`src/rtl/tlc_pkg.sv`:
```
// tlc_pkg: state encoding and lamp decode shared by the traffic light controller and its bench
package tlc_pkg;
    localparam int STATE_W = 3;
    typedef enum logic [STATE_W-1:0] {NS_G, NS_Y, AR1, EW_G, EW_Y, AR2} state_t;
    // {ns_red, ns_yellow, ns_green, ew_red, ew_yellow, ew_green}
    function automatic logic [5:0] lamps(input state_t s);
        return s == NS_G ? 6'b001_100 :
               s == NS_Y ? 6'b010_100 :
               s == EW_G ? 6'b100_001 :
               s == EW_Y ? 6'b100_010 : 6'b100_100;
    endfunction
endpackage

```
`src/rtl/tlc_tick_gen.sv`:
```
// tlc_tick_gen: prescaler counting 0..TICK_DIV-1, tick on the last count, cleared by i_clr
module tlc_tick_gen #(
    parameter int TICK_DIV = 100
) (
    input  logic i_clk,
    input  logic i_rst,
    input  logic i_clr,
    output logic o_tick
);
    localparam int W = TICK_DIV > 1 ? $clog2(TICK_DIV) : 1;
    logic [W-1:0] cnt;
    assign o_tick = cnt == W'(TICK_DIV - 1);
    always_ff @(posedge i_clk) begin
        cnt <= (i_rst || i_clr || o_tick) ? '0 : cnt + 1'b1;
    end
endmodule

```
`src/rtl/tlc_actuated_fsm.sv`:
```
// tlc_actuated_fsm: actuated NS/EW traffic light controller; define TLC_PED_EN for pedestrian call and walk lamp
module tlc_actuated_fsm
    import tlc_pkg::*;
#(
    parameter int TICK_DIV  = 100,
    parameter int T_MIN_G   = 5,
    parameter int T_MAX_G   = 20,
    parameter int T_YELLOW  = 3,
    parameter int T_ALL_RED = 1
) (
    input  logic               i_clk,
    input  logic               i_rst,
    input  logic               i_ew_vd,
`ifdef TLC_PED_EN
    input  logic               i_ped_req,
    output logic               o_ped_walk,
`endif
    output logic               o_ns_red,
    output logic               o_ns_yellow,
    output logic               o_ns_green,
    output logic               o_ew_red,
    output logic               o_ew_yellow,
    output logic               o_ew_green,
    output logic [STATE_W-1:0] o_state
);
    localparam int TW = $clog2(T_MAX_G + 1);
    state_t state, nxt;
    logic [TW-1:0] timer, tnext;
    logic tick, ew_req, req, min_ok;
    logic [5:0] lamp;
`ifdef TLC_PED_EN
    logic ped_req, walk;
    assign req = ew_req | ped_req;
    assign o_ped_walk = walk;
`else
    assign req = ew_req;
`endif
    assign o_state = state;
    assign {o_ns_red, o_ns_yellow, o_ns_green, o_ew_red, o_ew_yellow, o_ew_green} = lamp;
    tlc_tick_gen #(.TICK_DIV(TICK_DIV)) u_tick (
        .i_clk (i_clk),
        .i_rst (i_rst),
        .i_clr (nxt != state),
        .o_tick(tick)
    );
    // decisions use the timer value after this cycle's tick so a state lasts exactly T*TICK_DIV cycles
    always_comb begin
        tnext  = (tick && timer != TW'(T_MAX_G)) ? timer + 1'b1 : timer;
        min_ok = tnext >= TW'(T_MIN_G);
        case (state)
            NS_G:    nxt = (min_ok && req) ? NS_Y : NS_G;
            NS_Y:    nxt = tnext >= TW'(T_YELLOW) ? AR1 : NS_Y;
            AR1:     nxt = tnext >= TW'(T_ALL_RED) ? EW_G : AR1;
            EW_G:    nxt = (min_ok && (!i_ew_vd || tnext == TW'(T_MAX_G))) ? EW_Y : EW_G;
            EW_Y:    nxt = tnext >= TW'(T_YELLOW) ? AR2 : EW_Y;
            AR2:     nxt = tnext >= TW'(T_ALL_RED) ? NS_G : AR2;
            default: nxt = NS_G;
        endcase
    end
    always_ff @(posedge i_clk) begin
        if (i_rst) begin
            state  <= NS_G;
            timer  <= '0;
            ew_req <= 1'b0;
            lamp   <= lamps(NS_G);
`ifdef TLC_PED_EN
            ped_req <= 1'b0;
            walk    <= 1'b0;
`endif
        end else begin
            state  <= nxt;
            timer  <= (nxt != state) ? '0 : tnext;
            ew_req <= (nxt == EW_G) ? 1'b0 : ew_req | (i_ew_vd && state != EW_G);
            lamp   <= lamps(nxt);
`ifdef TLC_PED_EN
            ped_req <= (nxt == EW_G) ? 1'b0 : ped_req | (i_ped_req && state != EW_G);
            walk    <= (nxt == EW_G) && (state == EW_G ? walk : (ped_req | i_ped_req));
`endif
        end
    end
endmodule

```
`config.mk`:
```
export PLATFORM = sky130hd
export DESIGN_NAME = tlc_actuated_fsm
export DESIGN_NICKNAME = d
export VERILOG_FILES = /design/src/rtl/tlc_pkg.sv /design/src/rtl/tlc_tick_gen.sv /design/src/rtl/tlc_actuated_fsm.sv
export SDC_FILE = /design/constraint.sdc
export NUM_CORES = 1
export LEC_CHECK = 0
export BUFFER_PORTS_ARGS = -buffer_cell sky130_fd_sc_hd__buf_4
export CORE_ASPECT_RATIO = 1.75
export CORE_MARGIN = 3
export CORE_UTILIZATION = 29
export DETAILED_ROUTE_END_ITERATION = 8
export PLACE_DENSITY_LB_ADDON = 0.1
export SLEW_MARGIN = 20
export SYNTH_ARGS = -nofsm -noshare
export SYNTH_HDL_FRONTEND = slang
export SYNTH_SLANG_ARGS = --single-unit
```
`constraint.sdc`:
```
create_clock -name i_clk -period 4.5 [get_ports i_clk]
set_input_delay 0 -clock i_clk [delete_from_list [all_inputs] [get_ports i_clk]]
set_output_delay 0 -clock i_clk [all_outputs]
set_load 0.01 [all_outputs]
```
---- Yosys cells after proc, flatten, opt, wreduce, memory -nomap -nowiden ----
Cells that the tools add are included.
storage, ports and cells
  bits in registers ....................... 22
  word-level logic and storage cells ...... 52
  output and inout port bits .............. 9
operators by class
  add/sub/neg operators ................... 2
  order comparisons ....................... 3
  muxes and demuxes ....................... 11
  bitwise logic cells ..................... 1
  equal/unequal tests ..................... 13
  reduce and logical (&&, ||, !) cells .... 15
operators with widths
  cell                                                               count
  one-hot mux 3 bit (6 select lines)                                 1
  2-to-1 mux 3 bit                                                   4
  2-to-1 mux 5 bit                                                   2
  == test 3 x 2 -> 1 bit, second input constant                      3
  == test 3 bit, second input constant                               3
  adder 7 x 1 -> 7 bit, second input constant                        1
  == test 7 bit, second input constant                               1
  == test 3 x 1 -> 1 bit, second input constant                      2
  zero test 3 bit                                                    2
  OR reduction 2 bit                                                 3
  adder 5 x 1 -> 5 bit, second input constant                        1
  == test 5 bit, second input constant                               1
  greater-or-equal comparator 5 x 1 -> 1 bit, second input constant  1
  greater-or-equal comparator 5 x 2 -> 1 bit, second input constant  1
  greater-or-equal comparator 5 x 3 -> 1 bit, second input constant  1
  != test 5 bit, second input constant                               1
  logical AND 1 bit                                                  4
  OR reduction 4 bit                                                 1
  logical OR 1 bit                                                   3
  2-to-1 mux 1 bit                                                   3
  != test 3 x 2 -> 1 bit, second input constant                      1
  != test 3 bit                                                      1
  OR reduction 3 bit                                                 1
  2-to-1 mux 2 bit                                                   1
  2 further kinds                                                    2

---- Depth between registers and ports, before layout ----
  depth in word-level cells ............... 12
  mapped depth ............................ 10
  depth with buffers taken out ............ 10

---- By module ----
From an unflattened synthesis, not the netlist that was laid out.
unflattened totals
  cells, all modules ...................... 156
  area, all modules ....................... 1328.8 um2
modules (own cells, without submodules)
  module            times used  sequential area each (um2)  cells each  area an instance (um2)
  tlc_actuated_fsm  1           300.3                       122         1021.0
  tlc_tick_gen      1           140.1                       34          307.8

---- Worst setup path after synthesis ----
OpenSTA, ideal clock, no wires.
  path type ............................... register -> register
  from .................................... reg u_tick.cnt[0]
  to ...................................... reg u_tick.cnt[2]
  stages on the path, launching flop included .. 10
  path buffers ............................ 0
  period minus slack after synthesis ...... 2.451 ns
  data arrival time ....................... 2.387 ns
  slack ................................... 2.049 ns
  cells stage by stage .................... dfxtp_1 > ha_1 > nor2b_1 > and4_4 > mux2i_4 > nand3_1 > a311oi_2 > o2111ai_2 > or2_4 > nor2_1
on the way
  longest elaborated chain between the ends .. 11
  elaborated cells between the ends (all ways) .. 21
  those cells by class .................... add/sub (1); order compare (3); eq/ne (3); mux (8); reduce/logical (6)
ends and longest elaborated chain
  element                                                                                              RTL line            text
  start, declared                                                                                      tlc_tick_gen.sv:11  logic [W-1:0] cnt;
  start signal, assigned                                                                               tlc_tick_gen.sv:14  cnt <= (i_rst || i_clr || o_tick) ? '0 : cnt + 1'b1;
  parallel branches: the longest is 11 deep, another holds greater-or-equal comparator 5 x 3 -> 1 bit  -
Parallel ways; which one is timed is not known.
A chain may end at the register's enable or synchronous reset.

---- Final worst setup path ----
Same ends and word-level chain as after synthesis.

==> impl_results.md <==
- Portion of total power attributed to combinational logic: 0.032
- Layout Cell Area excl Fill: 0.001468 mm2
- Die outline height: 93.07 um
- Cell Pwr Density: 269.3 mW/mm2
- Primary flip-flop cell chosen by synthesis mapping: dfxtp_1
- Initial drt markers: 28
- Highest-delay cell along the critical path: mux2i_4
- Mapped Nets: 148
- Clk sink count: 22
- Placeable core region: 0.004150 mm2
- Time the final worst path needs with I/O delays and setup: 2.920 ns
- Placed instance area: 0.001386 mm2
- Final net count: 162
- CP Max Fanout: 9
- Commonest cells after routing, fill and taps aside: nor2_1 (24), dfxtp_1 (22), buf_4 (11)
- CTS buffer count: 3
- Number of enable flip-flop cells after synthesis: 0
- Warnings, synthesis: 0
- Async SR Flop Fraction: 0
- Estimated wirelength of the detail-placed design: 2409 um
- Share of post-route cells with drive strength above 1: 0.1935
- Relative contribution of sequential cells to total power: 0.504
- Nature of the critical path endpoint: register
- Final hold slack: 0.06073 ns
- Mean cell area of the mapped netlist: 8.847 um2
- CTS clock-pin slew for the worst setup and hold paths: 0.08 ns
- Total global routing track utilization: 0.1216
- Peak supply drop: 0.0001822 V
- Number of detailed-routing iterations run before antenna repair: 4
- Number of instances in the synthesized netlist: 142
- Diode count: 0
- Max-slew headroom at the worst pin: 0.7112
- Worst path cell trace: ha_1 -> nor2b_1 -> and4_4 -> mux2i_4 -> nand3_1 -> a311oi_2 -> o2111ai_2 -> or2_4 -> nor2_1
- CP startpoint kind: register
- Maximum clock path buffer count: 2
- Antenna violations before repair: 0
- Drt total wl: 2998 um
- Average via count per standard cell: 5.245
- Cell area after synthesis: 0.001256 mm2
- Worst setup path category: register to register
- Synth Register Bits: 22
- Worst Hold Launch: i_ew_vd
- Vias in the first global route: 1077
- Commonest non-fill, non-tap cell in the layout: nor2_1
- Ratio of final minimum period to clock period: 0.6488
- Average detailed-routed wire length per instance: 14.70 um
- H-tree depth: 1
- Global-route wire length before repair: 5002 um
- GP Congestion: 0.8772
- Total Die Area: 0.005188 mm2
- Outcome: finished, final reports clean
- Hold buffer count at CTS: 1
- Total Neg Setup Slack: 0 ns
- Switching power share of the total: 0.1851
- Pin slew with the least headroom to its limit: 0.4287 ns
- Cts repair resizes: 0
- Internal cell power: 322.1 uW
- Remaining antenna violation count after routing: 0
- Layout Area Growth over Synthesis: 16.83%
- Root Driver: clkbuf_8
- Count of unique library cells instantiated by Yosys: 46
- Maximum clock rate: 342.5 MHz
- Launching point of the worst reg2reg path: u_tick.cnt[0]
- Worst path required time: 4.70 ns
- Leakage Power: 0.5466 nW
- Port buffer count: 11
- Switching power of the nets: 73.17 uW
- Worst Setup SP: u_tick.cnt[0]
- Die Span X: 55.75 um
- Max-slew violation count: 0
- RSZ-0062 raised after global routing: no
- Fin. Hold Viols: 0
- Final setup fails: 0
- Slowest stage delay, CP: 0.37 ns
- Max-cap violations: 0
- Worst setup timing slack at the placement stage: 1.577 ns
- Clock network latency to the later pin of the worst-skew pair: 0.26 ns
- Leftover overflow at the end of global routing: 0
- Top-Level Pins: 12
- Final routed DRC violation total: 0
- CTS tree: yes
- Number of core rows: 31
- Vias: 1070
- Endpoint arrival time on the critical path: 3.12 ns
- Fraction of the core area covered by cells at the end of the flow: 0.3536
- Fraction of power consumed by the clock network: 0.465
- Maximum number of pins on one net before global-route repair: 14
- Tightest Hold Check Type: input pin to register
- Sequential cell area fraction in the yosys report: 0.3506
- Initial Utilization: 0.3027
- Post-CTS setup buffers: 0
- Fin Clk Skew: 0.005133 ns
- Worst setup slack after layout: 1.580 ns
synthesized netlist by cell type (2+ instances only):
library cell / instances / area [um2]
o21ai_0: 7 / 35.03
nand2b_1: 2 / 12.51
nor3_1: 2 / 10.01
xor2_1: 2 / 17.52
xnor2_1: 6 / 52.55
mux2i_4: 2 / 45.04
nand3_1: 5 / 25.02
mux2i_1: 3 / 30.03
a21oi_1: 5 / 25.02
a311oi_1: 2 / 17.52
and3_1: 5 / 31.28
buf_2: 2 / 10.01
nor2b_1: 2 / 12.51
nor2_1: 24 / 90.09
nand2_1: 8 / 30.03
a31oi_1: 5 / 31.28
inv_1: 8 / 30.03
ha_1: 3 / 37.54
dfxtp_1: 22 / 440.4
power groups by stage:
stage               registers [mW]  logic [mW]  clock network (mW)
floorplan                    0.203     0.00795                   0
global placement             0.204      0.0119                   0
detailed placement           0.204      0.0119                   0
CTS                          0.199      0.0127               0.190
global route                 0.200      0.0153               0.195
finish                       0.199      0.0125               0.184
per-layer routing:
metal / global-route usage / vias to the layer above / wire [um]
li1: - / 529 / -
met3: 0.02486 / 6 / 84
met1: 0.1115 / 517 / 1108
met4: 0.04868 / 0 / 60
met2: 0.2490 / 18 / 1745
met5: 0 / - / 0
logic make-up after synthesis:
kind of cell,Yosys count,share of synthesized area
AO/OA/AOI/OAI,27,0.1504
XOR/XNOR,8,0.05578
adder cells (fa/ha/maj),3,0.02988
buffers and inverters,11,0.03486
flip-flops,22,0.3506
multiplexers,8,0.09860
AND/OR/NAND/NOR,63,0.2799
registers in the layout (all words and copies together), names as in the netlist:
signal,cells
timer,5
u_tick.cnt,7
lamp,6
o_state,3
ew_req,1
metrics by stage:
step | power, mW | std cells
final | 0.3953 | 204
after global placement | 0.2157 | 199
after CTS | 0.4021 | 204
after floorplan | 0.2114 | 142
after global routing | 0.4097 | 204
after detailed placement | 0.2158 | 199
final cells by class:
| class | count | area (um2) |
|---|---|---|
| Multi-Input combinational cell | 109 | 772.0 |
| Sequential cell | 22 | 440.4 |
| Fill cell | 426 | 2683 |
| Clock buffer | 3 | 41.29 |
| Timing Repair Buffer | 12 | 92.59 |
| Tap cell | 49 | 61.31 |
| Inverter | 8 | 30.03 |
| Clock inverter | 1 | 30.03 |
path summary, 6_finish.rpt:
check,endpoint,slack (ns),depth (start not counted)
max reg2reg,u_tick.cnt[2],1.58,9
min,ew_req,0.06,3
max,u_tick.cnt[2],1.58,9
min reg2reg,u_tick.cnt[0],0.44,1
critical path, delay by kind of cell (launching register included):
family / cells / cell delay, ns
AO/OA/AOI/OAI: 2 / 0.66
adder cells (fa/ha/maj): 1 / 0.21
flip-flops: 1 / 0.35
multiplexers: 1 / 0.37
AND/OR/NAND/NOR: 5 / 1.27
(Power assumes the default switching activity.)
